<file path="config.mk">
export PLATFORM = sky130hd
export DESIGN_NAME = if_id_fetch_stage_flat
export DESIGN_NICKNAME = d
export VERILOG_FILES = /design/src/rtl/if_id_fetch_stage_if.sv /design/src/rtl/if_id_fetch_stage.sv /design/src/flat_wrapper.sv
export SDC_FILE = /design/constraint.sdc
export NUM_CORES = 1
export LEC_CHECK = 0
export ABC_CLOCK_PERIOD_IN_PS = 5600
export CAP_MARGIN = 25
export CORE_ASPECT_RATIO = 1.5
export CORE_MARGIN = 2
export CORE_UTILIZATION = 48
export DETAILED_ROUTE_END_ITERATION = 10
export PLACE_DENSITY_LB_ADDON = 0.3
export SLEW_MARGIN = 30
export SYNTH_ARGS = -nofsm -noshare
export SYNTH_HDL_FRONTEND = slang
export SYNTH_SLANG_ARGS = --single-unit
export TNS_END_PERCENT = 5
</file>
<file path="constraint.sdc">
create_clock -name clk -period 5.6 [get_ports clk]
set_input_delay 0.84 -clock clk [delete_from_list [all_inputs] [get_ports clk]]
set_output_delay 0.84 -clock clk [all_outputs]
set_load 0.005 [all_outputs]
</file>
<file path="src/rtl/if_id_fetch_stage_if.sv">
// if_id_fetch_stage_if: control, instruction-memory and IF/ID signals between the fetch stage and its neighbours.
interface if_id_fetch_stage_if;
    logic        stall;
    logic        branch_taken;
    logic [31:0] branch_imm_ext;
    logic        jump;
    logic [31:0] imem_addr;
    logic [31:0] imem_data;
    logic [31:0] if_id_instr;
    logic [31:0] if_id_pc4;
    logic        if_id_valid;
    logic [15:0] imm16;
    logic [31:0] pc;

    modport master (
        input  stall, branch_taken, branch_imm_ext, jump, imem_data,
        output imem_addr, if_id_instr, if_id_pc4, if_id_valid, imm16, pc
    );

    modport slave (
        output stall, branch_taken, branch_imm_ext, jump, imem_data,
        input  imem_addr, if_id_instr, if_id_pc4, if_id_valid, imm16, pc
    );
endinterface

</file>
<file path="src/rtl/if_id_fetch_stage.sv">
// if_id_fetch_stage: PC register, instruction fetch and IF/ID pipeline register with branch/jump redirect.
module if_id_fetch_stage #(
    parameter logic [31:0] RESET_PC   = 32'h0000_0000,
    parameter bit          DELAY_SLOT = 1'b0
) (
    input  logic                   clk,
    input  logic                   reset,
    if_id_fetch_stage_if.master    bus
);
    logic [31:0] pc_q, pc_d, instr_q, instr_d, pc4_q, pc4_d;
    logic        valid_q, valid_d;
    logic [31:0] pc_plus4, branch_target, jump_target, target;
    logic        redirect, squash;

    always_comb begin
        pc_plus4      = pc_q + 32'd4;
        branch_target = pc4_q + (bus.branch_imm_ext << 2);
        jump_target   = {pc4_q[31:28], instr_q[25:0], 2'b00};
        target        = bus.branch_taken ? branch_target : jump_target;
        redirect      = (bus.branch_taken | bus.jump) & valid_q;
        // Without a delay slot, the word fetched alongside a redirect is turned into a bubble.
        squash        = redirect & ~DELAY_SLOT;
        pc_d          = bus.stall ? pc_q    : (redirect ? {target[31:2], 2'b00} : pc_plus4);
        instr_d       = bus.stall ? instr_q : (squash ? 32'h0 : bus.imem_data);
        pc4_d         = bus.stall ? pc4_q   : pc_plus4;
        valid_d       = bus.stall ? valid_q : ~squash;
    end

    always_ff @(posedge clk) begin
        if (reset) begin
            pc_q    <= RESET_PC;
            instr_q <= 32'h0;
            pc4_q   <= 32'h0;
            valid_q <= 1'b0;
        end else begin
            pc_q    <= pc_d;
            instr_q <= instr_d;
            pc4_q   <= pc4_d;
            valid_q <= valid_d;
        end
    end

    assign bus.imem_addr   = pc_q;
    assign bus.pc          = pc_q;
    assign bus.if_id_instr = instr_q;
    assign bus.if_id_pc4   = pc4_q;
    assign bus.if_id_valid = valid_q;
    assign bus.imm16       = instr_q[15:0];
endmodule
</file>
<file path="src/flat_wrapper.sv">
// flat-port wrapper written by rule: the top's interface ports become plain ports
module if_id_fetch_stage_flat 
#(
    parameter logic [31:0] RESET_PC   = 32'h0000_0000,
    parameter bit          DELAY_SLOT = 1'b0
)
  (clk, reset, bus_stall, bus_branch_taken, bus_branch_imm_ext, bus_jump, bus_imem_data, bus_imem_addr, bus_if_id_instr, bus_if_id_pc4, bus_if_id_valid, bus_imm16, bus_pc);
  if_id_fetch_stage_if bus_i ();
  input  logic clk;
  input  logic reset;
  input wire logic [$bits(bus_i.stall)-1:0] bus_stall;
  input wire logic [$bits(bus_i.branch_taken)-1:0] bus_branch_taken;
  input wire logic [$bits(bus_i.branch_imm_ext)-1:0] bus_branch_imm_ext;
  input wire logic [$bits(bus_i.jump)-1:0] bus_jump;
  input wire logic [$bits(bus_i.imem_data)-1:0] bus_imem_data;
  output wire logic [$bits(bus_i.imem_addr)-1:0] bus_imem_addr;
  output wire logic [$bits(bus_i.if_id_instr)-1:0] bus_if_id_instr;
  output wire logic [$bits(bus_i.if_id_pc4)-1:0] bus_if_id_pc4;
  output wire logic [$bits(bus_i.if_id_valid)-1:0] bus_if_id_valid;
  output wire logic [$bits(bus_i.imm16)-1:0] bus_imm16;
  output wire logic [$bits(bus_i.pc)-1:0] bus_pc;
  assign bus_i.stall = bus_stall;
  assign bus_i.branch_taken = bus_branch_taken;
  assign bus_i.branch_imm_ext = bus_branch_imm_ext;
  assign bus_i.jump = bus_jump;
  assign bus_i.imem_data = bus_imem_data;
  assign bus_imem_addr = bus_i.imem_addr;
  assign bus_if_id_instr = bus_i.if_id_instr;
  assign bus_if_id_pc4 = bus_i.if_id_pc4;
  assign bus_if_id_valid = bus_i.if_id_valid;
  assign bus_imm16 = bus_i.imm16;
  assign bus_pc = bus_i.pc;
  if_id_fetch_stage #(.RESET_PC(RESET_PC), .DELAY_SLOT(DELAY_SLOT)) u_core (.clk(clk), .reset(reset), .bus(bus_i));
endmodule
</file>
==> impl_metrics.toml <==
[outcome]
status = "complete, no violations"

[synthesis]
yosysMostFrequentCell = "nor2_1"
synth_edf_count = 0
synth.area.top_cells = "dfxtp_1 29%, a21oi_1 8.8%, nor2_1 8.0%"
ys_warn_count = 0
synth_commonest_cells = "138 x nor2_1, 115 x a21oi_1, 93 x dfxtp_1, 67 x nand2_1, 53 x buf_4"
synthArstFlopShare_pct = 0
synth_largest_area_cell = "dfxtp_1"
postSynthCellCount = 864
yosysSeqAreaShare_pct = 28.6
yosysTopAreaCellShare_pct = 28.6
synth_top_flop_cell = "dfxtp_1"
synth.distinct_cells = 74
avgSynthCellArea_um2 = 7.53
synth_seq_cells = 93
synthesis.area_um2 = 6510

[timing]
tns_ps = 0
min_period_ps = 3630
slew_headroom_pct = 46.2
slew_viol_final = 0
whs_ps = 486
clock.fmax_mhz = 276
worst_pin_slew_ps = 807
rsz0062_at_grt = "false"
setup_viol = 0
finClkSkew_ps = 5.54
hold_viol = 0
fin_crit_sh_pct = 64.8

[route]
drt_first_pass_iters = 5
drt_iter0_drc = 294
vias = 6647
wl_per_cell_um = 17.7
drc = 0
routed_wl_mm = 20.4
vias_per_cell = 5.75
ant_nets = 0

[floorplan]
fp.coreArea_um2 = 13400
row_count = 52
die_h_um = 147
start_util_pct = 48.6
die_w_um = 99.1
die_area_um2 = 14500
io_pins = 214

[clock_tree]
cts_hold_buffers = 0
htreeDepth = 3
postCtsSetupBuffers = 0
worstSkewPairLatency_ps = 360
cts_tree = "done"
cts_resized = 0
clk_transition_reported_paths_ps = 70
cts_buffer_depth = 2
clockRootBuffer = "clkbuf_16"
numCtsBuffers = 9
clock-sinks = 93

[worst_setup_path]
required_ps = 5810
startpoint_type = "input pin"
worst_setup_path_end_kind = "register"
critPathMaxFanout = 4
cp.buffers_inverters = 1
crit_arrival_ps = 3840
ff2ff_setup_slack_ps = 2520
crit_family = "compound AO/OA/AOI/OAI gates"
cpMaxStageDelayCell = "fa_1"
critical_path.max_stage_delay_ps = 420
path_cells = "clkdlybuf4s50_1, ha_1, fa_1, a21oi_1, nand4b_1, nand3_1, a311oi_4, nor2b_2, o41ai_4, mux2i_1, o31ai_2, a31oi_1"
path_class = "input pin to register"

[power]
irDropWorstVdd_v = 0.000136
power_density_nw_per_um2 = 202
power_leakage_nw = 3.39

[global_route]
overflow = 0
grt_max_degree = 69
antenna_found_initial = 0
grt_pass1_vias = 6246
track_usage_pct = 27.4
grt_pass1_wl_mm = 31.9

[placement]
port-buffer-count = 205
hpwl_mm = 14.8
gp_congestion = 0.915

[cells_and_area]
layout.nets = 1089
area_growth_pct = 31.5
num_antenna_cells = 0
drive_gt1_share_pct = 5.24

[job]
max_cap_viol_count = 0

[worst_hold_path]
hold_class = "register to register"
-- worst paths after layout --
path | start | to | depth (start not counted)
max | bus_branch_imm_ext[0] | u_core.bus.imem_addr[30] | 12
min | u_core.bus.if_id_pc4[24] | u_core.bus.if_id_pc4[24] | 2
max reg2reg | u_core.bus.if_id_pc4[2] | u_core.bus.imem_addr[30] | 11
min reg2reg | u_core.bus.if_id_pc4[24] | u_core.bus.if_id_pc4[24] | 2
-- power by group --
part | switching, mW | internal (mW)
clock network | 0.285 | 0.349
registers | 0.0423 | 0.689
logic | 0.173 | 0.193
total | 0.500 | 1.23
-- layout make-up --
cell class              instances  area (µm²)
fillers                      1216        4850
multi-input cells             666        4060
repair buffers                212        2100
flip-flops and latches         93        1860
clock buffers                   9         225
well taps                     162         203
clock inverters                 6        72.6
inverters                       7        26.3
-- per-stage QoR --
| step | setup WS (ps) | area, µm² | instances | total power [mW] | utilization [%] |
|---|---|---|---|---|---|
| 2_1_floorplan | 2520 | 6530 | 869 | 0.945 | - |
| 3_3_place_gp | 1660 | 8240 | 1139 | 1.11 | 61.5 |
| 3_5_place_dp | 1630 | 8240 | 1139 | 1.11 | 61.5 |
| 4_1_cts | 1990 | 8540 | 1154 | 1.74 | 63.7 |
| 5_1_grt | 1820 | 8550 | 1155 | 1.80 | 63.8 |
| 6_report | 1970 | 8550 | 1155 | 1.73 | 63.8 |
-- state kept, by name (all words and copies together), names as in the netlist --
| name | count |
|---|---|
| u_core.bus.if_id_instr | 32 |
| u_core.bus.if_id_pc4 | 30 |
| u_core.bus.imem_addr | 30 |
| u_core.bus.if_id_valid | 1 |
-- worst reg2reg max path, cell delays in order, from the launching register on --
cell and delay (ps):
dfxtp_1 330, ha_1 240, fa_1 420, a21oi_1 200
nand4b_1 190, nand3_1 230, a311oi_4 330, nor2b_2 100
o41ai_4 410, mux2i_1 160, o31ai_2 230, a31oi_1 100
-- layer usage --
metal / GRT usage [%] / part of all wire [%]
met1: 29.7 / 36
met5: 0 / 0
met4: 15.8 / 5.1
met2: 50.0 / 53
met3: 3.69 / 5.1
-- placed cells by master, fill, tap and decap left out, types with 3 or more instances in the layout --
cell	instances
nand2_1	67
ha_1	30
a21oi_1	115
o21ai_1	5
clkbuf_16	9
nor3b_1	4
conb_1	6
a22o_1	4
o21a_1	7
and3_1	40
nor3_1	11
nor2b_1	4
nand4_1	6
mux2i_1	11
a211oi_1	5
o211ai_1	4
o22ai_1	3
and2_1	3
xnor2_1	29
buf_4	7
o221ai_1	5
nand3_1	13
nor2_1	138
xor2_1	22
nand3b_1	6
o21bai_1	5
nor4_1	3
nand2b_1	3
a31oi_1	8
o21ai_0	42
a21o_1	15
inv_1	7
dfxtp_1	93
clkdlybuf4s50_1	203
a221oi_1	4
-- cells by family after synthesis --
family,Yosys count,synth area share [%]
mux,13,2.04
simple gates,321,23.8
buf+inv,110,9.44
xor+xnor,51,6.86
flops,93,28.6
other cells,1,0.0576
compound gates,244,23.1
fa+ha+maj,31,6.08
Note: power is estimated with default switching activity, not from simulation.
